--- src/rtl/imem_loader_pkg.sv ---
// Shared processor package: IMem geometry constants and the loader state encoding.
// The RX_CSUM state exists only when LOADER_CHECKSUM_EN is defined.
package imem_loader_pkg;

    localparam int IMEM_ADDR_W = 12;
    localparam int INSTR_W     = 16;

    typedef enum logic [2:0] {
        IDLE    = 3'd0,
        RX_HI   = 3'd1,
        RX_LO   = 3'd2,
        WRITE   = 3'd3,
`ifdef LOADER_CHECKSUM_EN
        RX_CSUM = 3'd4,
`endif
        DONE    = 3'd5
    } loader_state_t;

endpackage

--- src/rtl/imem_loader_if.sv ---
// Byte-stream input, IMem write port and status lines of the instruction-memory loader.
// The slave modport is the loader; the master modport is the byte source / system side.
interface imem_loader_if
    import imem_loader_pkg::*;
#(
    parameter int ADDR_W = IMEM_ADDR_W,
    parameter int DATA_W = INSTR_W
);
    logic              start;
    logic [ADDR_W-1:0] word_count;
    logic              byte_valid;
    logic [7:0]        byte_data;
    logic              byte_ready;
    logic              mem_we;
    logic [ADDR_W-1:0] mem_addr;
    logic [DATA_W-1:0] mem_wdata;
    logic              cpu_hold;
    logic              busy;
    logic              done;
    logic              error;

    modport slave (
        input  start, word_count, byte_valid, byte_data,
        output byte_ready, mem_we, mem_addr, mem_wdata, cpu_hold, busy, done, error
    );

    modport master (
        output start, word_count, byte_valid, byte_data,
        input  byte_ready, mem_we, mem_addr, mem_wdata, cpu_hold, busy, done, error
    );
endinterface

--- src/rtl/imem_loader.sv ---
// Loads 16-bit instruction words (high byte first) from a byte stream into IMem from address 0,
// holding the CPU in reset meanwhile. Optional trailing checksum byte: define LOADER_CHECKSUM_EN.
module imem_loader
    import imem_loader_pkg::*;
#(
    parameter int ADDR_W = IMEM_ADDR_W,
    parameter int DATA_W = INSTR_W
) (
    input  logic         clk,
    input  logic         rst,
    imem_loader_if.slave bus
);

    loader_state_t     state_q, state_d;
    logic [ADDR_W-1:0] addr_q, addr_d;
    logic [ADDR_W:0]   remaining_q, remaining_d;
    logic [DATA_W-1:0] wdata_q, wdata_d;
    logic              rx_state;
    logic              xfer;
`ifdef LOADER_CHECKSUM_EN
    logic [7:0]        sum_q, sum_d;
    logic              error_q, error_d;
`endif

    always_ff @(posedge clk or negedge rst) begin
        if (!rst) begin
            state_q     <= IDLE;
            addr_q      <= '0;
            remaining_q <= '0;
            wdata_q     <= '0;
`ifdef LOADER_CHECKSUM_EN
            sum_q       <= '0;
            error_q     <= 1'b0;
`endif
        end else begin
            state_q     <= state_d;
            addr_q      <= addr_d;
            remaining_q <= remaining_d;
            wdata_q     <= wdata_d;
`ifdef LOADER_CHECKSUM_EN
            sum_q       <= sum_d;
            error_q     <= error_d;
`endif
        end
    end

    always_comb begin
        state_d     = state_q;
        addr_d      = addr_q;
        remaining_d = remaining_q;
        wdata_d     = wdata_q;
`ifdef LOADER_CHECKSUM_EN
        sum_d       = sum_q;
        error_d     = error_q;
        rx_state    = (state_q == RX_HI) || (state_q == RX_LO) || (state_q == RX_CSUM);
`else
        rx_state    = (state_q == RX_HI) || (state_q == RX_LO);
`endif
        xfer        = rx_state && bus.byte_valid;

        case (state_q)
            IDLE, DONE: begin
                if (bus.start) begin
                    // A zero count means a full-depth load, hence the extra counter bit.
                    remaining_d = (bus.word_count == '0) ? {1'b1, {ADDR_W{1'b0}}}
                                                         : {1'b0, bus.word_count};
                    addr_d      = '0;
`ifdef LOADER_CHECKSUM_EN
                    sum_d       = '0;
                    error_d     = 1'b0;
`endif
                    state_d     = RX_HI;
                end
            end
            RX_HI: begin
                if (xfer) begin
                    wdata_d[DATA_W-1 -: 8] = bus.byte_data;
`ifdef LOADER_CHECKSUM_EN
                    sum_d = sum_q + bus.byte_data;
`endif
                    state_d = RX_LO;
                end
            end
            RX_LO: begin
                if (xfer) begin
                    wdata_d[7:0] = bus.byte_data;
`ifdef LOADER_CHECKSUM_EN
                    sum_d = sum_q + bus.byte_data;
`endif
                    state_d = WRITE;
                end
            end
            WRITE: begin
                addr_d      = addr_q + ADDR_W'(1);
                remaining_d = remaining_q - (ADDR_W + 1)'(1);
                if (remaining_q == (ADDR_W + 1)'(1)) begin
`ifdef LOADER_CHECKSUM_EN
                    state_d = RX_CSUM;
`else
                    state_d = DONE;
`endif
                end else begin
                    state_d = RX_HI;
                end
            end
`ifdef LOADER_CHECKSUM_EN
            RX_CSUM: begin
                if (xfer) begin
                    error_d = ((sum_q + bus.byte_data) != 8'h00);
                    state_d = DONE;
                end
            end
`endif
            default: state_d = IDLE;
        endcase
    end

    // Every output is a register or a decode of state_q; inputs never reach outputs directly.
    assign bus.byte_ready = rx_state;
    assign bus.mem_we     = (state_q == WRITE);
    assign bus.mem_addr   = addr_q;
    assign bus.mem_wdata  = wdata_q;
    assign bus.busy       = (state_q != IDLE) && (state_q != DONE);
    assign bus.cpu_hold   = (state_q != IDLE) && (state_q != DONE);
    assign bus.done       = (state_q == DONE);
`ifdef LOADER_CHECKSUM_EN
    assign bus.error      = error_q;
`else
    assign bus.error      = 1'b0;
`endif

endmodule

--- src/flat_wrapper.sv ---
// flat-port wrapper written by rule: the top's interface ports become plain ports
module imem_loader_flat import imem_loader_pkg::*;
#(
    parameter int ADDR_W = IMEM_ADDR_W,
    parameter int DATA_W = INSTR_W
)
  (clk, rst, bus_start, bus_word_count, bus_byte_valid, bus_byte_data, bus_byte_ready, bus_mem_we, bus_mem_addr, bus_mem_wdata, bus_cpu_hold, bus_busy, bus_done, bus_error);
  imem_loader_if #(.ADDR_W(ADDR_W), .DATA_W(DATA_W)) bus_i ();
  input  logic clk;
  input  logic rst;
  input wire logic [$bits(bus_i.start)-1:0] bus_start;
  input wire logic [$bits(bus_i.word_count)-1:0] bus_word_count;
  input wire logic [$bits(bus_i.byte_valid)-1:0] bus_byte_valid;
  input wire logic [$bits(bus_i.byte_data)-1:0] bus_byte_data;
  output wire logic [$bits(bus_i.byte_ready)-1:0] bus_byte_ready;
  output wire logic [$bits(bus_i.mem_we)-1:0] bus_mem_we;
  output wire logic [$bits(bus_i.mem_addr)-1:0] bus_mem_addr;
  output wire logic [$bits(bus_i.mem_wdata)-1:0] bus_mem_wdata;
  output wire logic [$bits(bus_i.cpu_hold)-1:0] bus_cpu_hold;
  output wire logic [$bits(bus_i.busy)-1:0] bus_busy;
  output wire logic [$bits(bus_i.done)-1:0] bus_done;
  output wire logic [$bits(bus_i.error)-1:0] bus_error;
  assign bus_i.start = bus_start;
  assign bus_i.word_count = bus_word_count;
  assign bus_i.byte_valid = bus_byte_valid;
  assign bus_i.byte_data = bus_byte_data;
  assign bus_byte_ready = bus_i.byte_ready;
  assign bus_mem_we = bus_i.mem_we;
  assign bus_mem_addr = bus_i.mem_addr;
  assign bus_mem_wdata = bus_i.mem_wdata;
  assign bus_cpu_hold = bus_i.cpu_hold;
  assign bus_busy = bus_i.busy;
  assign bus_done = bus_i.done;
  assign bus_error = bus_i.error;
  imem_loader #(.ADDR_W(ADDR_W), .DATA_W(DATA_W)) u_core (.clk(clk), .rst(rst), .bus(bus_i));
endmodule
--- config.mk ---
export PLATFORM = sky130hd
export DESIGN_NAME = imem_loader_flat
export DESIGN_NICKNAME = d
export VERILOG_FILES = /design/src/rtl/imem_loader_pkg.sv /design/src/rtl/imem_loader_if.sv /design/src/rtl/imem_loader.sv /design/src/flat_wrapper.sv
export SDC_FILE = /design/constraint.sdc
export NUM_CORES = 1
export LEC_CHECK = 0
export BUFFER_PORTS_ARGS = -buffer_cell sky130_fd_sc_hd__buf_2
export CAP_MARGIN = 20
export CORE_AREA = 2 2 78 80
export DETAILED_ROUTE_END_ITERATION = 6
export DIE_AREA = 0 0 80 82
export PLACE_DENSITY = 0.6
export SLEW_MARGIN = 20
export SYNTH_ARGS = -nofsm -noshare
export SYNTH_HDL_FRONTEND = slang
export SYNTH_SLANG_ARGS = --single-unit
export TNS_END_PERCENT = 5
--- constraint.sdc ---
create_clock -name clk -period 2.7 [get_ports clk]
set_input_delay 0.54 -clock clk [delete_from_list [all_inputs] [get_ports clk]]
set_output_delay 0.54 -clock clk [all_outputs]
set_load 0.02 [all_outputs]
==> summary.md <==
The share of final-layout standard cells stronger than drive strength 1 is 32.4%. Data on the critical path is required at its endpoint by 2160 ps. The post-layout minimum cycle time works out to 2130 ps. In this run the clock root is driven by a sky130_fd_sc_hd__clkbuf_8. The tools report the number of hold-repair buffers added at the cts stage as 0.

Setup violations remaining at the end of the flow were counted as 0. A synthesized cell averages 10.2 um2. Yosys attributes the largest share of cell area to sky130_fd_sc_hd__dfrtp_1 (49%), sky130_fd_sc_hd__mux2_2 (8.1%), sky130_fd_sc_hd__nand2_1 (4.7%), sky130_fd_sc_hd__o21ai_0 (4.0%), sky130_fd_sc_hd__nand3_1 (2.2%). The logs give 2 for the number of levels in the clock H-tree and 0 for the max-capacitance violation count. Buffers added to address setup during post-CTS repair amount to 0.

Number of global-route vias before repair: 1705. After synthesis, the largest family of logic cells by area is simple AND/OR/NAND/NOR gates. The fmax was 0.469 GHz; the clock net sink count was 44. The mapped cell area is 0.00223 mm2. The worst setup path is captured at a primary output.

For this run, the post-layout net count is 298. Post-route setup TNS: 0 ps. The met3 usage is 3.63%, and the number of CTS-inserted buffers is 5. The die boundary width works out to 80 um.

The largest area contributor in the synthesized netlist was sky130_fd_sc_hd__dfrtp_1. TritonCTS built the clock tree. The logs give 45 for the pin count of the biggest net entering global routing and 0.765 for the final weighted congestion in routability-driven placement.

Number of antenna violations at the first check in global routing: 0. The number of cells on the worst reg-to-reg path is 5. Once the floorplan was initialized, standard cells occupied 38.9% of the core.

The synthesized netlist devotes 0.784% of its cell area to XOR and XNOR gates. The area of the core region was 0.00575 mm2; the insertion delay to the later sink of the worst-skew pair was 300 ps. The count of cell types in the netlist came out at 47.

In the synthesized netlist the dominant register cell turns out to be sky130_fd_sc_hd__dfrtp_1. The tools report the element type at the critical path start as a register. Data arrives at the worst endpoint at 1590 ps. The fraction of the mapped netlist area in simple logic gates was 22.3%. The floorplan has 28 rows. After global routing, the most crowded layer is met2. The total number of vias was 1868; the fraction of registers with async set or reset after synthesis was 100%. For this run, global-route usage on met1 was measured as 22.0%. Summing all flip-flop and latch instances after layout gives 0.00110 mm2. Between clock sinks in the finished design, the worst skew comes to 6.07 ps. The net count after synthesis came out at 247.

The detailed-route wire length per cell came out at 14.0 um. In the synthesized netlist, the number of instances is 220. The maximum fanout count along the critical path is 18. The pre-antenna-repair detailed-routing pass consisted of 4 iterations. The share of cell area taken by muxes after synthesis was 8.96%. The type of the most critical hold path is in2async.

The run gives 8.15 mm as the first-pass GRT wire length. For the global-route total usage across every layer, the log shows 15.9%. The initial DRC count was 86; the area of the die was 0.00656 mm2. For the post-detailed-route count of antenna-violating nets, the log shows 0.

Power spread over the standard cell area amounts to 1050 mW/mm2. The worst pin sits at a relative slew slack of 62.8%. The total congestion overflow after global routing was 0; the number of cells upsized or downsized after cts was 0. Port buffering added 56 buffers.

The adder-cell share of the synthesized area is 1.68%. The measured slew at the worst slew-check pin was 558 ps; the synthesized-area fraction occupied by ao, oa, aoi and oai cells was 13.0%. The count of state elements after synthesis is 44.

Leaving out fill and tap cells, the most frequent cell in the layout is sky130_fd_sc_hd__buf_2. Global routing used 25.1% of the available met2 tracks. The run finished with clean final reports. The growth of design area from synthesis to finish works out to 18.9%.

The total area of multi-input combinational cells was 0.00105 mm2; the final routed DRC violation total was 0. The number of placed instances, taps included is 339, and the placed wire-length estimate after detailed placement is 3.57 mm. The Yosys step of the flow raised 0 warnings.

Count of final max-slew check failures: 0. The clock-pin slew on the worst setup and hold paths works out to 80 ps. The start-to-end type of the worst setup path was reg2out.

In this run the deepest clock path goes through 2 buffers. The share of Yosys cell area claimed by the top area cell type was 49.3%; the power consumption was 0.00280 W. The count of pins on the block boundary came out at 58.

The final worst-path cycle share was 78.9%; the aggregate routed wire length was 4.86 mm. The tools report the count of placed standard cells in the final layout, fillers left out as 347. The library cells used most frequently in the layout, excluding fill and tap cells, are sky130_fd_sc_hd__buf_2 (55), sky130_fd_sc_hd__dfrtp_1 (44), sky130_fd_sc_hd__nand2_1 (28), sky130_fd_sc_hd__o21ai_0 (18), sky130_fd_sc_hd__mux2_2 (16).

The filler cells instantiated in the layout total 561. The static leakage is 1.24 nW, and the final number of hold-violating endpoints is 0. The number of diodes is 0. Setup repair after global routing left no endpoint under its margin. The portion of the post-synthesis area used by sequential elements was 49.3%; the via density per instance was 5.38. The die is 82 um tall. The number of enable-type register cells in the synthesized netlist was 0; the worst-case vdd ir drop was 552 uV.
-- state kept, by name, indices dropped and copies added (netlist names) --
register and cells:
u_core.bus.mem_wdata 16, u_core.remaining_q 13, u_core.state_q 3, u_core.bus.mem_addr 12
-- path summary, 6_finish.rpt --
kind,startpoint,slack (ps),endpoint
worst max-delay path,u_core.state_q[2]$_DFFE_PN0P_,570,bus_mem_we
worst min-delay path,rst,230,u_core.bus.mem_addr[8]$_DFFE_PN0P_
worst max register to register,u_core.state_q[2]$_DFFE_PN0P_,750,u_core.remaining_q[12]$_DFFE_PN0P_
worst min register to register,u_core.bus.mem_addr[11]$_DFFE_PN0P_,480,u_core.bus.mem_addr[11]$_DFFE_PN0P_
max in group asynchronous,rst,2100,u_core.remaining_q[11]$_DFFE_PN0P_
min in group clk,bus_start,450,u_core.state_q[2]$_DFFE_PN0P_
-- synth_stat cells (3+ instances only) --
cell and number:
sky130_fd_sc_hd__a21oi_1 5, sky130_fd_sc_hd__a31oi_1 3, sky130_fd_sc_hd__a41oi_1 3, sky130_fd_sc_hd__and2_1 4, sky130_fd_sc_hd__and3_1 4, sky130_fd_sc_hd__buf_2 5, sky130_fd_sc_hd__clkbuf_1 3, sky130_fd_sc_hd__dfrtp_1 44
sky130_fd_sc_hd__ha_1 3, sky130_fd_sc_hd__inv_1 4, sky130_fd_sc_hd__mux2_2 16, sky130_fd_sc_hd__nand2_1 28, sky130_fd_sc_hd__nand2b_1 3, sky130_fd_sc_hd__nand3_1 10, sky130_fd_sc_hd__nand4_1 8, sky130_fd_sc_hd__nor2_1 10
sky130_fd_sc_hd__nor3_1 5, sky130_fd_sc_hd__o211ai_1 4, sky130_fd_sc_hd__o21ai_0 18, sky130_fd_sc_hd__o311ai_0 4, sky130_fd_sc_hd__or3_1 4, sky130_fd_sc_hd__or4_1 3
-- per-layer routing --
| metal | up-vias | routed length, um |
|---|---|---|
| met2 | 70 | 2130 |
| met4 | 0 | 54 |
| li1 | 904 | - |
| met3 | 7 | 347 |
| met5 | - | 0 |
| met1 | 887 | 2330 |
-- metrics by stage --
stage          hold slack, ps  util, %  instance area, um2  worst slack, ps
2_1_floorplan             244        -                2230              989
3_3_place_gp              456     44.3                2540              796
3_5_place_dp              475     44.3                2540              743
4_1_cts                   431     46.2                2650              547
5_1_grt                   271     46.2                2660              434
6_report                  230     46.2                2660              570
-- critical path: stages (launching register included) --
cell and delay (ps):
sky130_fd_sc_hd__dfrtp_1 460, sky130_fd_sc_hd__nand3b_4 300, sky130_fd_sc_hd__inv_2 310, sky130_fd_sc_hd__buf_2 230
-- cells by family after synthesis --
| group | Yosys count |
|---|---|
| compound gates | 45 |
| xor+xnor | 2 |
| fa+ha+maj | 3 |
| buf+inv | 17 |
| flops | 44 |
| mux | 18 |
| other cells | 1 |
| simple gates | 90 |
-- power by group --
| group | total [W] | internal (W) | switching [W] |
|---|---|---|---|
| Clock | 0.000503 | 0.000274 | 0.000229 |
| Combinational | 0.00116 | 0.000457 | 0.000705 |
| Sequential | 0.00114 | 0.000903 | 0.000233 |
-- layout make-up --
type                            count  area share [%]
Tap cell                           75            3.53
Clock buffer                        5            2.59
Inverter                            5           0.707
Clock inverter                      3            1.60
Timing Repair Buffer               56            10.6
Sequential cell                    44            41.5
Multi-Input combinational cell    159            39.5
No activity file was read; power rests on OpenSTA's default activity.
